`config.mk`:
```
export PLATFORM = sky130hd
export DESIGN_NAME = dsp48a1_mac_seq
export DESIGN_NICKNAME = d
export VERILOG_FILES = /design/src/rtl/dsp48a1_pkg.sv /design/src/rtl/mac_tag_pipe.sv /design/src/rtl/dsp48a1_mac_seq.sv
export SDC_FILE = /design/constraint.sdc
export NUM_CORES = 1
export LEC_CHECK = 0
export CORE_ASPECT_RATIO = 0.5
export CORE_UTILIZATION = 37
export CTS_BUF_LIST = sky130_fd_sc_hd__clkbuf_8
export DETAILED_ROUTE_END_ITERATION = 8
export PLACE_DENSITY = 0.8
export SYNTH_ARGS = -nofsm -noshare
export SYNTH_HDL_FRONTEND = slang
export SYNTH_HIERARCHICAL = 1
export SYNTH_SLANG_ARGS = --single-unit
```
`constraint.sdc`:
```
create_clock -name CLK -period 1.85 [get_ports CLK]
set_input_delay 0.37 -clock CLK [delete_from_list [all_inputs] [get_ports CLK]]
set_output_delay 0.37 -clock CLK [all_outputs]
set_load 0.005 [all_outputs]
```
`src/rtl/dsp48a1_pkg.sv`:
```
// Shared constants, tag bundle and FSM encoding for the DSP48A1 MAC sequencer.
package dsp48a1_pkg;

  localparam logic [7:0] OPM_FIRST = 8'h01;
  localparam logic [7:0] OPM_ACC   = 8'h09;
  localparam logic [7:0] OPM_HOLD  = 8'h08;
  localparam int OPM_PREADD_BIT    = 4;

  localparam int SLICE_LAT = 3;

  typedef struct packed {
    logic valid;
    logic first;
    logic last;
  } tag_t;

  typedef enum logic [1:0] {
    ACCUM   = 2'd0,
    DRAIN   = 2'd1,
    CAPTURE = 2'd2
  } state_e;

  // Bubbles keep Z=P with X=0 so P holds between and after terms.
  function automatic logic [7:0] opmode_of(
    input tag_t t,
    input logic preadd
  );
    logic [7:0] m;
    m = OPM_HOLD;
    if (t.valid) begin
      m = t.first ? OPM_FIRST : OPM_ACC;
    end
    m[OPM_PREADD_BIT] = t.valid & preadd;
    return m;
  endfunction

endpackage

```
`src/rtl/mac_tag_pipe.sv`:
```
// Tag shift register that tracks each term through the slice's
// A1 -> M -> P register chain.
module mac_tag_pipe
  import dsp48a1_pkg::*;
(
  input  logic i_clk,
  input  logic i_rst,
  input  tag_t i_tag,
  output logic o_vld,
  output logic o_done
);

  tag_t r_pipe [SLICE_LAT];

  always_ff @(posedge i_clk) begin
    if (i_rst) begin
      for (int i = 0; i < SLICE_LAT; i++) begin
        r_pipe[i] <= '0;
      end
    end else begin
      r_pipe[0] <= i_tag;
      for (int i = 1; i < SLICE_LAT; i++) begin
        r_pipe[i] <= r_pipe[i-1];
      end
    end
  end

  assign o_vld  = r_pipe[SLICE_LAT-1].valid;
  assign o_done = r_pipe[SLICE_LAT-1].valid
                & r_pipe[SLICE_LAT-1].last;

endmodule

```
`src/rtl/dsp48a1_mac_seq.sv`:
```
// Drives a DSP48A1 slice as an N_TERMS dot-product MAC engine.
// Define MAC_SEQ_PREADD_EN to add S_D and compute A*(D+B) via the pre-adder.
module dsp48a1_mac_seq
  import dsp48a1_pkg::*;
#(
  parameter int N_TERMS = 8,
  parameter int CNT_W   = $clog2(N_TERMS) + 1
) (
  input  logic        CLK,
  input  logic        RST,
  input  logic        S_VALID,
  output logic        S_READY,
  input  logic [17:0] S_A,
  input  logic [17:0] S_B,
`ifdef MAC_SEQ_PREADD_EN
  input  logic [17:0] S_D,
`endif
  output logic        R_VALID,
  input  logic        R_READY,
  output logic [47:0] R_DATA,
  output logic        R_CARRY,
  output logic [17:0] DSP_A,
  output logic [17:0] DSP_B,
  output logic [17:0] DSP_D,
  output logic [7:0]  DSP_OPMODE,
  output logic        DSP_CE,
  output logic        DSP_RSTP,
  input  logic [47:0] DSP_P,
  input  logic        DSP_CARRYOUT
);

  localparam logic [CNT_W-1:0] LAST_CNT = CNT_W'(N_TERMS - 1);

`ifdef MAC_SEQ_PREADD_EN
  localparam logic PREADD = 1'b1;
  assign DSP_D = S_D;
`else
  localparam logic PREADD = 1'b0;
  assign DSP_D = '0;
`endif

  state_e           r_state;
  logic [CNT_W-1:0] r_cnt;
  tag_t             r_tag0;
  logic [17:0]      r_dsp_a;
  logic [17:0]      r_dsp_b;
  logic [7:0]       r_opmode;
  logic             r_sticky;
  logic             r_valid;
  logic [47:0]      r_data;
  logic             r_carry;

  logic w_issue;
  logic w_first;
  logic w_last;
  logic w_vld3;
  logic w_done3;
  logic w_load;

  assign S_READY = ~RST & (r_state == ACCUM);
  assign w_issue = S_VALID & S_READY;
  assign w_first = (r_cnt == '0);
  assign w_last  = (r_cnt == LAST_CNT);
  assign w_load  = (r_state == CAPTURE)
                 & (~r_valid | R_READY);

  mac_tag_pipe u_tags (
    .i_clk  (CLK),
    .i_rst  (RST),
    .i_tag  (r_tag0),
    .o_vld  (w_vld3),
    .o_done (w_done3)
  );

  // OPMODE register sees the tag one edge after issue, aligning with A1REG.
  always_ff @(posedge CLK) begin
    if (RST) begin
      r_dsp_a  <= '0;
      r_dsp_b  <= '0;
      r_tag0   <= '0;
      r_opmode <= '0;
    end else begin
      if (w_issue) begin
        r_dsp_a <= S_A;
        r_dsp_b <= S_B;
      end
      r_tag0.valid <= w_issue;
      r_tag0.first <= w_first;
      r_tag0.last  <= w_last;
      r_opmode     <= opmode_of(r_tag0, PREADD);
    end
  end

  always_ff @(posedge CLK) begin
    if (RST) begin
      r_state <= ACCUM;
      r_cnt   <= '0;
    end else begin
      unique case (r_state)
        ACCUM: begin
          if (w_issue) begin
            if (w_last) begin
              r_cnt   <= '0;
              r_state <= DRAIN;
            end else begin
              r_cnt <= r_cnt + 1'b1;
            end
          end
        end
        DRAIN: begin
          if (w_done3) r_state <= CAPTURE;
        end
        CAPTURE: begin
          if (w_load) r_state <= ACCUM;
        end
        default: r_state <= ACCUM;
      endcase
    end
  end

  always_ff @(posedge CLK) begin
    if (RST) begin
      r_sticky <= 1'b0;
      r_valid  <= 1'b0;
      r_data   <= '0;
      r_carry  <= 1'b0;
    end else begin
      if (w_load) begin
        r_sticky <= 1'b0;
      end else if (w_vld3 & DSP_CARRYOUT) begin
        r_sticky <= 1'b1;
      end
      if (w_load) begin
        r_valid <= 1'b1;
        r_data  <= DSP_P;
        r_carry <= r_sticky;
      end else if (R_READY) begin
        r_valid <= 1'b0;
      end
    end
  end

  assign DSP_A      = r_dsp_a;
  assign DSP_B      = r_dsp_b;
  assign DSP_OPMODE = r_opmode;
  assign DSP_CE     = ~RST;
  assign DSP_RSTP   = RST;
  assign R_VALID    = r_valid;
  assign R_DATA     = r_data;
  assign R_CARRY    = r_carry;

endmodule

```
==> flow_summary.ini, run 1 <==
[job]
drv_cap = 0

[logic_synthesis]
synthFlopType = dfxtp_1
yosys.area_share.simple_pct = 17.5
synth_compound_area_share_pct = 18.7
yosys.area.top_type_share_pct = 53.4
synth-seq-cells = 104
yosysWarnings = 6
ys_top_cells_by_count = 104 x dfxtp_1, 91 x a21oi_1, 77 x nand2_1, 50 x nand3_1, 50 x o21ai_0
synth_top_family_by_area = compound AO/OA/AOI/OAI gates
synth_area_per_cell_sq_um = 8.26
yosys.area.top_type = dfxtp_1
synth_xor_area_share_pct = 0
synth-edff-count = 0
ys_types = 26
synth_area_sq_um = 3900
synth_fa_ha_area_share_pct = 0.642
netlist_top_cells_area = dfxtp_1 53%, a21oi_1 12%, nand2_1 7.4%
yosysSeqAreaShare_pct = 53.4
synth_cells = 472
synth.most_common_cell = dfxtp_1
synthArstFlopShare_pct = 0
muxShareOfSynthArea_pct = 0.257

[sta]
final.setup.tns_ps = 0
fin_crit_sh_pct = 93.1
setup_violations = 0
skew_ps = 7.67
hold_viol_final = 0
whs_ps = 424
finalCriticalPeriod_ps = 1720
rsz0062_at_grt = false
slew_viol_final = 0
max_freq_mhz = 580
fin_ws_ps = 127

[floorplanning]
ios = 204
fp-row-count = 26
core_sq_um = 10200
start_util_pct = 38.2
fp.dieH_microns = 74.6
die_w_microns = 147
dieArea_sq_um = 11000

[place]
dp_hpwl_microns = 6900
place_ws_ps = -222
port_buffers = 179
dpl.cell_count = 764
placedInstanceArea_sq_um = 5770
gp_congestion = 0.745

[finish]
nFillCells = 924
antenna_cells = 0
syn2layout_area_growth_pct = 54.2
drive_gt1_share_pct = 5.78
utilization_pct = 58.8
final_area_sq_um = 6010
fin_nets = 726
fin_cells = 780

[power]
peakVddDrop_mv = 0.469
leakage_nw = 2.13
powerDensity_nw_per_um2 = 730
design_power_total_mw = 4.38

[setup_path]
cp_max_fo = 30
required_ps = 1480
endpoint = DSP_RSTP
startpoint = RST
reg2reg_depth = 3
cp-start-kind = primary input
r2r_end = r_cnt[3]
regToRegSetupSlack_ps = 210
cp.arrival_ps = 1350
crit_path_end_kind = primary output
regToRegStartpoint = r_state[0]
crit_type = primary input to primary output

[route]
ant_nets = 0
totalWireLength_microns = 10100
drt_pass1_iterations = 4
wl_per_cell_microns = 12.9
vias = 3771
avgViaCountPerCell = 4.83
drtIter0Drc = 170
route.detailed.drc = 0

[grt]
antenna_found_initial = 0
grt_pass1_wl_microns = 15500
grt_pass1_vias = 3340
grt_max_degree = 51
grt-ovfl-total = 0
grt_use_total_pct = 17.7

[cts]
insertion_delay_ps = 360
cts_tree = built
cts_buffers = 9
clockRootBuffer = clkbuf_8
cts-htree-levels = 3
cts_sinks = 104
path_clk_slew_ps = 90
clock_path_buffers = 2

[worst_hold_path]
holdPathStages = 1
hold_class = flip-flop to flip-flop

[outcome]
status = finished, final reports clean
-- per-layer routing --
| metal | share of wire, % | GRT usage [%] |
|---|---|---|
| met3 | 7.7 | 7.30 |
| met1 | 42 | 19.6 |
| met5 | 0 | 0 |
| met2 | 49 | 31.8 |
| met4 | 1.7 | 5.61 |
-- power breakdown --
part | internal, mW | total [mW] | switching (mW) | leakage, nW
logic | 0.273 | 0.426 | 0.153 | 1.16
registers | 2.28 | 2.31 | 0.0233 | 0.844
clock network | 0.890 | 1.65 | 0.760 | 0.120
total | 3.45 | 4.38 | 0.936 | 2.13
-- state kept, by name (all words and copies together) (netlist names), 2 cells and up --
| signal | count |
|---|---|
| DSP_B | 18 |
| r_state | 2 |
| DSP_A | 18 |
| r_tag0 | 3 |
| R_DATA | 48 |
| u_tags/r_pipe | 6 |
| DSP_OPMODE | 2 |
| r_cnt | 4 |
-- critical path, cell delays in order --
cell and delay (ps):
buf_4 100, buf_4 310, clkdlybuf4s50_1 570
-- worst min path at each step --
| stage | start | endpoint | slack, ps |
|---|---|---|---|
| 2_1_floorplan | r_tag0[1] | DSP_OPMODE[3] | 390 |
| 3_3_place_gp | r_tag0[1] | DSP_OPMODE[3] | 390 |
| 3_5_place_dp | r_tag0[1] | DSP_OPMODE[3] | 410 |
| 4_1_cts | r_tag0[1] | DSP_OPMODE[3] | 430 |
| 5_1_grt | r_tag0[1] | DSP_OPMODE[3] | 460 |
| 6_report | r_tag0[1] | DSP_OPMODE[3] | 420 |
-- final cells by class --
cell class / count / area (sq um) / area share, %
Tap cell: 140 / 175 / 2.92
Timing Repair Buffer: 196 / 1950 / 32.5
Inverter: 4 / 15.0 / 0.250
Clock buffer: 9 / 124 / 2.06
Multi-Input combinational cell: 320 / 1550 / 25.8
Clock inverter: 7 / 111 / 1.85
Sequential cell: 104 / 2080 / 34.7
-- cells by family after synthesis --
logic type | count (synthesis)
muxes | 1
buffers and inverters | 71
DFF | 104
and+or+nand+nor | 149
adders and majority gates | 2
AOI/OAI and AO/OA | 144
other | 1
-- repair_timing --
item / 4_1_cts / 5_1_grt
setup endpoints to repair: 1 / 0
setup buffers: 0 / 0
hold buffers: 0 / 0
resized for setup: 1 / 0
endpoints found under the hold margin: 0 / 0
-- cell usage in the layout (no fill, tap or decap), types with 2 or more instances in the layout --
cell type          n
nand2_1           77
clkbuf_8           9
bufinv_16          3
and2_1             2
nor3_1             2
nand3_1           50
buf_12             3
a21oi_1           91
buf_4             15
ha_1               2
clkdlybuf4s50_1  177
o21ai_0           50
dfxtp_1          104
clkinv_2           2
conb_1            24
inv_1              5
nor2b_1            7
nor2_1             2
(Power assumes the default switching activity.)
==> run 2, diff against run 1 <==
- CTS_CLUSTER_DIAMETER: default -> 60
==> results of run 2 <==
The final DEF is identical to that of run 1; final timing and power are the same.
